[src/rtl/meas_frame_pkg.sv]
// Shared types and constants for the measurement frame packer.
// Frame layout: two header bytes, sixteen data bytes, optional XOR checksum.
package meas_frame_pkg;

  typedef enum logic [2:0] {
    ST_IDLE,
    ST_HDR0,
    ST_HDR1,
    ST_DATA,
    ST_CSUM
  } state_t;

  localparam logic [7:0] HEADER0_DEF = 8'hAA;
  localparam logic [7:0] HEADER1_DEF = 8'h55;

  localparam int DATA_BYTES       = 16;
  localparam int FRAME_LEN_CSUM   = DATA_BYTES + 3;
  localparam int FRAME_LEN_NOCSUM = DATA_BYTES + 2;

  // idx 0 is bits 127:120 of the capture, i.e. fxCnt MSB.
  function automatic logic [7:0] byte_sel(input logic [127:0] words,
                                          input logic [3:0]   idx);
    logic [127:0] sh;
    sh = words >> {~idx, 3'b000};
    return sh[7:0];
  endfunction

endpackage

[src/rtl/meas_frame_packer.sv]
// Captures the four measurement words on done_sig and streams them as a
// framed byte sequence over a valid/ready handshake.
//
// state | meaning
// IDLE  | waiting for done_sig, no byte offered
// HDR0  | offering first header byte
// HDR1  | offering second header byte
// DATA  | offering data byte idx (0..15), checksum accumulating
// CSUM  | offering XOR checksum of the data bytes
module meas_frame_packer
  import meas_frame_pkg::*;
#(
  parameter logic [7:0] HEADER0 = HEADER0_DEF,
  parameter logic [7:0] HEADER1 = HEADER1_DEF,
  parameter bit         CSUM_EN = 1'b1
) (
  input  logic        CLK,
  input  logic        RST,
  input  logic        done_sig,
  input  logic [31:0] fxCnt,
  input  logic [31:0] fbaseCnt,
  input  logic [31:0] dutyCnt,
  input  logic [31:0] delayCnt,
  output logic [7:0]  byte_data,
  output logic        byte_valid,
  input  logic        byte_ready,
  output logic        busy,
  output logic        overrun
);

  state_t       state;
  logic [3:0]   idx;
  logic [127:0] cap;
  logic [7:0]   csum;
  logic         xfer;
  logic         last_byte;

  assign xfer      = byte_valid && byte_ready;
  assign last_byte = (state == ST_CSUM) ||
                     (state == ST_DATA && idx == 4'(DATA_BYTES - 1) && !CSUM_EN);

  always_ff @(posedge CLK or posedge RST) begin
    if (RST) begin
      state      <= ST_IDLE;
      idx        <= '0;
      cap        <= '0;
      csum       <= '0;
      byte_data  <= 8'h00;
      byte_valid <= 1'b0;
      busy       <= 1'b0;
      overrun    <= 1'b0;
    end else if (done_sig && (state == ST_IDLE || (xfer && last_byte))) begin
      // Capture also accepted on the final transfer so frames can run back-to-back.
      state      <= ST_HDR0;
      idx        <= '0;
      cap        <= {fxCnt, fbaseCnt, dutyCnt, delayCnt};
      csum       <= '0;
      byte_data  <= HEADER0;
      byte_valid <= 1'b1;
      busy       <= 1'b1;
      overrun    <= 1'b0;
    end else begin
      if (done_sig) overrun <= 1'b1;
      if (xfer) begin
        case (state)
          ST_HDR0: begin
            state     <= ST_HDR1;
            byte_data <= HEADER1;
          end
          ST_HDR1: begin
            state     <= ST_DATA;
            idx       <= '0;
            byte_data <= byte_sel(cap, 4'd0);
          end
          ST_DATA: begin
            csum <= csum ^ byte_data;
            if (idx == 4'(DATA_BYTES - 1)) begin
              if (CSUM_EN) begin
                state     <= ST_CSUM;
                byte_data <= csum ^ byte_data;
              end else begin
                state      <= ST_IDLE;
                byte_data  <= 8'h00;
                byte_valid <= 1'b0;
                busy       <= 1'b0;
              end
            end else begin
              idx       <= idx + 4'd1;
              byte_data <= byte_sel(cap, idx + 4'd1);
            end
          end
          ST_CSUM: begin
            state      <= ST_IDLE;
            byte_data  <= 8'h00;
            byte_valid <= 1'b0;
            busy       <= 1'b0;
          end
          default: ;
        endcase
      end
    end
  end

endmodule

[config.mk]
export PLATFORM = sky130hd
export DESIGN_NAME = meas_frame_packer
export DESIGN_NICKNAME = d
export VERILOG_FILES = /design/src/rtl/meas_frame_pkg.sv /design/src/rtl/meas_frame_packer.sv
export SDC_FILE = /design/constraint.sdc
export NUM_CORES = 1
export LEC_CHECK = 0
export ABC_AREA = 1
export CAP_MARGIN = 20
export CORE_MARGIN = 2
export CORE_UTILIZATION = 47
export CTS_CLUSTER_DIAMETER = 200
export DETAILED_ROUTE_END_ITERATION = 7
export GPL_ROUTABILITY_DRIVEN = 0
export GPL_TIMING_DRIVEN = 0
export PLACE_DENSITY = 0.76
export SLEW_MARGIN = 10
export SYNTH_ARGS = -nofsm -noshare
export SYNTH_HDL_FRONTEND = slang
export SYNTH_SLANG_ARGS = --single-unit
[constraint.sdc]
create_clock -name CLK -period 5 [get_ports CLK]
set_clock_uncertainty 0.1 [all_clocks]
set_input_delay 0.75 -clock CLK [delete_from_list [all_inputs] [get_ports CLK]]
set_output_delay 0.75 -clock CLK [all_outputs]
set_load 0.03 [all_outputs]
==> run summary, run 1 <==
status: complete, no violations
post-route cell area: 9710 um^2
Iteration-0 DRC Markers: 772
largest net degree at the start of global routing: 106
Comb pwr share: 0.049
met3 Usage GRT: 0.0500
DRT Pass-1 Iters: 5
H-tree Lvls: 4
Cell Pwr Density: 277 nW/um^2
main combinational cell family by area after synthesis: simple AND/OR/NAND/NOR gates
setup TNS: 0 ns
Fill cells: 1333
core area: 15300 um^2
met2 Use GR: 0.433
number of vias per cell: 5.18
post-layout util: 0.636
CP startpoint kind: input pin
Post-Synth XOR/XNOR Area: 0.0151
max_slew headroom: 0.519
Post-Synthesis Cell Area: 7390 um^2
Longest Clk Path Bufs: 2
Clock Latency Late Sink: 0.43 ns
Ports: 143
Slew Viols, Final: 0
commonest non-fill, non-tap cell in the layout: nand2_1
Sink Count: 153
Root Driver: clkbuf_16
RSZ-0062 raised after global routing: no
Hold WC Path Type: flip-flop to flip-flop
Slew @ Worst Pin: 0.722 ns
cell count after synthesis: 970
Hold Path Depth: 2
sw frac: 0.206
detailed-route via count: 7013
reg2reg path depth: 11
cts repair resizes: 0
Die ar.: 16700 um^2
WP data arrival: 2.78 ns
IO Port Bufs: 142
Post-Synth Simple-Gate Area: 0.258
Clock power frac: 0.491
drc violations: 0
Unique masters post-synth: 21
drt wl/cell: 16.1 um
Multi-input gate area: 2840 um^2
Sequential Power Share: 0.460
Final Hold Vio Count: 0
DP Wirelength: 16300 um
Synth Area in Compound Gates: 0.110
synth warn: 0
nets: 1265
sequential cell area: 3830 um^2
Num CTS Buffers: 17
Yosys reg bits: 153
required time of the worst setup path: 5.27 ns
area added between synthesis and finish: 31.5%
ant diodes: 0
endpoint class of the critical path: flip-flop
TritonCTS clock tree: yes
Synth Area in Adders: 0.00169
Rows: 45
critical path type: input pin to flip-flop
fin crit period: 2.52 ns
GRT busiest layer: met2
Pleak: 0.00461 uW
Die Width: 129 um
f_max: 398 MHz
Die Ht: 129 um
switching power total: 555 uW
DP Area: 9110 um^2
layout cell share with drive strength beyond 1: 0.0481
clock slew at reported path FFs: 0.06 ns
commonest non-fill, non-tap cells in the layout: nand2_1 (323), dfrtp_1 (153), clkdlybuf4s50_1 (142)
synthesized area per cell: 7.62 um^2
Peak VDD IR: 0.247 mV
vias in the first global route: 6860
Final Setup Violations: 0
post-route ant nets: 0
setup repair bufs after CTS: 0
Initial Utilization: 0.484
post-synthesis sequential area ratio: 0.518
Total Routed Length: 21900 um
mux contribution to synthesized area: 0
# hold bufs at CTS: 0
met1 track demand over resource: 0.377
aggregate global-route resource usage: 0.274
Synth Net Count: 1103
initial antenna violation count: 0
critical path fanouts, max: 10
first-pass GRT wire length: 34900 um
Tcrit/Tclk final: 0.503
Int Pwr: 2140 uW
max cap viols: 0
total global routing overflow: 0
-- synthesized netlist by cell type --
master	count	area [um^2]
nand2_1	323	1210
xnor2_1	5	43.8
buf_4	3	22.5
ha_1	1	12.5
clkbuf_1	27	101
nor2_1	28	105
o22ai_1	2	12.5
xor2_2	2	32.5
xor2_1	4	35.0
nor3_1	1	5.00
nand3_1	116	581
clkinv_1	2	7.51
o211ai_1	11	82.6
a21oi_1	12	60.1
a211oi_1	4	30.0
buf_2	17	85.1
inv_1	125	469
o21ai_0	126	631
dfrtp_1	153	3830
buf_1	7	26.3
inv_2	1	3.75
-- sequential cells by signal, indices dropped and copies added, names as in the netlist --
| name | flops |
|---|---|
| cap | 128 |
| busy | 1 |
| overrun | 1 |
| csum | 8 |
| byte_data | 8 |
| idx | 4 |
| state | 3 |
-- power by group through the flow --
stage                     sequential [uW]  clock (uW)  combinational [uW]
after floorplan                      1260           0                17.9
after global placement               1260           0                 131
after detailed placement             1260           0                 134
after CTS                            1240        1320                 135
after global routing                 1240        1380                 144
final                                1240        1320                 133
-- final cells by class --
class                      count  share of cell area
multi-input combinational    635               0.293
clock buffer                  20              0.0470
timing repair buffer         143               0.149
buffer                        54              0.0242
inverter                     128              0.0502
sequential                   153               0.394
tap                          211              0.0272
clock inverter                11              0.0152
-- path summary, 6_finish.rpt --
check | start | slack, ns | to
setup / recovery | byte_ready | 2.48 | cap[23]
hold / removal | cap[111] | 0.38 | cap[111]
setup reg to reg | idx[1] | 2.61 | byte_data[0]
hold reg to reg | cap[111] | 0.38 | cap[111]
max in group asynchronous | RST | 3.39 | csum[6]
min in group asynchronous | RST | 0.61 | cap[70]
-- critical path: stages --
cell and delay [ns]:
clkdlybuf4s50_1 0.46, nand2_1 0.08, nand2_1 0.07, nand3_1 0.15, clkinv_1 0.24, buf_2 0.34
clkbuf_1 0.49, nand2_1 0.12, nand2_1 0.08
-- metal layers --
layer	part of all wire	up-vias
met3	0.069	51
li1	-	3368
met4	0.029	0
met1	0.44	3295
met2	0.46	299
met5	0	-
-- cells by family after synthesis --
logic type               after synthesis
buffers and inverters                182
adder cells (fa/ha/maj)                1
flip-flops                           153
XOR/XNOR                              11
AND/OR/NAND/NOR                      468
AO/OA/AOI/OAI                        155
-- stage by stage --
| stage | power [uW] | worst slack [ns] | cells | hold slack [ns] |
|---|---|---|---|---|
| 2_1_floorplan | 1280 | 0.0286 | 970 | 0.344 |
| 3_3_place_gp | 1390 | -1.95 | 1323 | 0.363 |
| 3_5_place_dp | 1390 | 2.09 | 1324 | 0.368 |
| 4_1_cts | 2700 | 2.52 | 1355 | 0.385 |
| 5_1_grt | 2760 | 2.33 | 1355 | 0.409 |
| 6_report | 2690 | 2.48 | 1355 | 0.385 |
Power figures use the tool's default switching activity.
==> run 2, diff against run 1 <==
- clock period: 5 -> 2.2 ns (I/O delays scaled with it)
==> run 2 against run 1 <==
  * Total power up 130%
  * Combinational power rose by 140%
  * Largest cell class unchanged
  * Sequential power increased by 130%
  * Sequential share of layout area down 0.61 points
  * Cell count up 0.37%
==> run summary, run 2 (same netlist as run 1, synthesis figures left out) <==
status: complete, no violations
met2 Use GR: 0.446
setup TNS: 0 ns
post-route ant nets: 0
Die Ht: 129 um
number of vias per cell: 5.17
Slew Viols, Final: 0
reg2reg path depth: 10
Pleak: 0.00471 uW
Initial Utilization: 0.484
layout cell share with drive strength beyond 1: 0.0653
Slew @ Worst Pin: 0.812 ns
GRT busiest layer: met2
largest net degree at the start of global routing: 39
# hold bufs at CTS: 0
max cap viols: 0
Top Family by Delay on Critical Path: simple AND/OR/NAND/NOR gates
IO Port Bufs: 142
Final Setup Violations: 0
worst r2r src: idx[1]
Largest Register: cap
Crit path largest cell delay: 0.39 ns
Die ar.: 16700 um^2
first-pass GRT wire length: 35300 um
H-tree Lvls: 4
max_slew headroom: 0.457
Peak VDD IR: 0.537 mV
met1 track demand over resource: 0.362
endpoint class of the critical path: flip-flop
required time of the worst setup path: 2.42 ns
most used cell, CP: nand2_1
Num CTS Buffers: 17
commonest non-fill, non-tap cell in the layout: nand2_1
Hold WC Path Type: input pin to async pin
clock slew at reported path FFs: 0.06 ns
WP data arrival: 2.32 ns
max reg flops: 128
Min Hold Slack: 0.301 ns
commonest non-fill, non-tap cells in the layout: nand2_1 (323), dfrtp_1 (153), clkdlybuf4s50_1 (142)
detailed-route via count: 7025
Iteration-0 DRC Markers: 783
Rows: 45
DP Wirelength: 16600 um
met3 Usage GRT: 0.0665
Final Hold Vio Count: 0
initial antenna violation count: 0
TritonCTS clock tree: yes
fin crit period: 2.09 ns
Sink Count: 153
Root Driver: clkbuf_16
critical path fanouts, max: 10
RSZ-0062 raised after global routing: yes
drt wl/cell: 16.5 um
DRT Pass-1 Iters: 6
Ports: 143
Clock Latency Late Sink: 0.44 ns
Slowest-stage cell, CP: dfrtp_1
f_max: 478 MHz
core area: 15300 um^2
Total Routed Length: 22400 um
total global routing overflow: 0
Cell Chain, Critical Path: ha_1, xor2_4, buf_4, nand3_1, nand3_1, nand2_1, nand2_1, nand2_1, nand2_1, nand2_1
CP startpoint kind: flip-flop
worst path bufs/invs: 1
Tcrit/Tclk final: 0.952
Longest Clk Path Bufs: 2
worst r2r dst: byte_data[2]
critical path type: flip-flop to flip-flop
Die Width: 129 um
ant diodes: 0
aggregate global-route resource usage: 0.280
drc violations: 0
vias in the first global route: 6972
Cell Pwr Density: 639 nW/um^2
FF-to-FF setup slack: 0.11 ns
leading registers by flop count: cap x128, byte_data x8, csum x8
area added between synthesis and finish: 33.5%
nets: 1269
run 2: changes by cell type in the layout (fill, tap and decap cells not counted), sizes merged:
cell and delta:
bufinv +1, clkinvlp -1, clkbuf +6, inv -1
run 2: cell type report:
class	instances	area, um^2
fillers	1285	5390
flip-flops and latches	153	3830
multi-input cells	635	2860
repair buffers	147	1510
inverters	128	484
clock buffers	22	474
plain buffers	54	269
well taps	211	264
clock inverters	10	166
run 2: metrics by stage:
| step | worst slack (ns) | instance area [um^2] | utilization | std cells | power, uW |
|---|---|---|---|---|---|
| finish | 0.106 | 9860 | 0.646 | 1360 | 6300 |
| global route | -0.0215 | 9860 | 0.646 | 1360 | 6460 |
| CTS | 0.0570 | 9810 | 0.643 | 1359 | 6310 |
| detailed placement | -0.286 | 9160 | 0.601 | 1327 | 3180 |
| global placement | -1.41 | 9080 | 0.595 | 1323 | 3160 |
| floorplan | -0.161 | 7390 | - | 970 | 2910 |
run 2: how the worst max path moves through the flow:
stage / from / end / slack, ns / depth (start not counted)
3_5_place_dp: byte_ready / cap[29] / -0.29 / 8
4_1_cts: idx[1] / byte_data[5] / 0.06 / 11
3_3_place_gp: RST / csum[6] / -1.41 / 2
6_report: idx[1] / byte_data[2] / 0.11 / 10
2_1_floorplan: RST / busy / -0.16 / 1
5_1_grt: state[0] / cap[21] / -0.02 / 6
run 2: what timing repair did:
item                                    in CTS  in global routing
buffers inserted                             0                  0
gates cloned                                 0                  1
endpoints found under the setup margin       8                 59
pin swaps                                    0                  0
gates resized for setup                      6                 24
hold endpoints to repair                     0                  0
run 2: power by group:
group              switching (uW)  internal (uW)
Sequential     0.0000000000000250           2810
Combinational                96.7            218
Clock                        1180           1990
Total                        1280           5020
run 2: per-layer routing:
layer | vias up | share of wire
li1 | 3385 | -
met1 | 3226 | 0.42
met2 | 343 | 0.46
met3 | 71 | 0.086
met4 | 0 | 0.037
met5 | - | 0
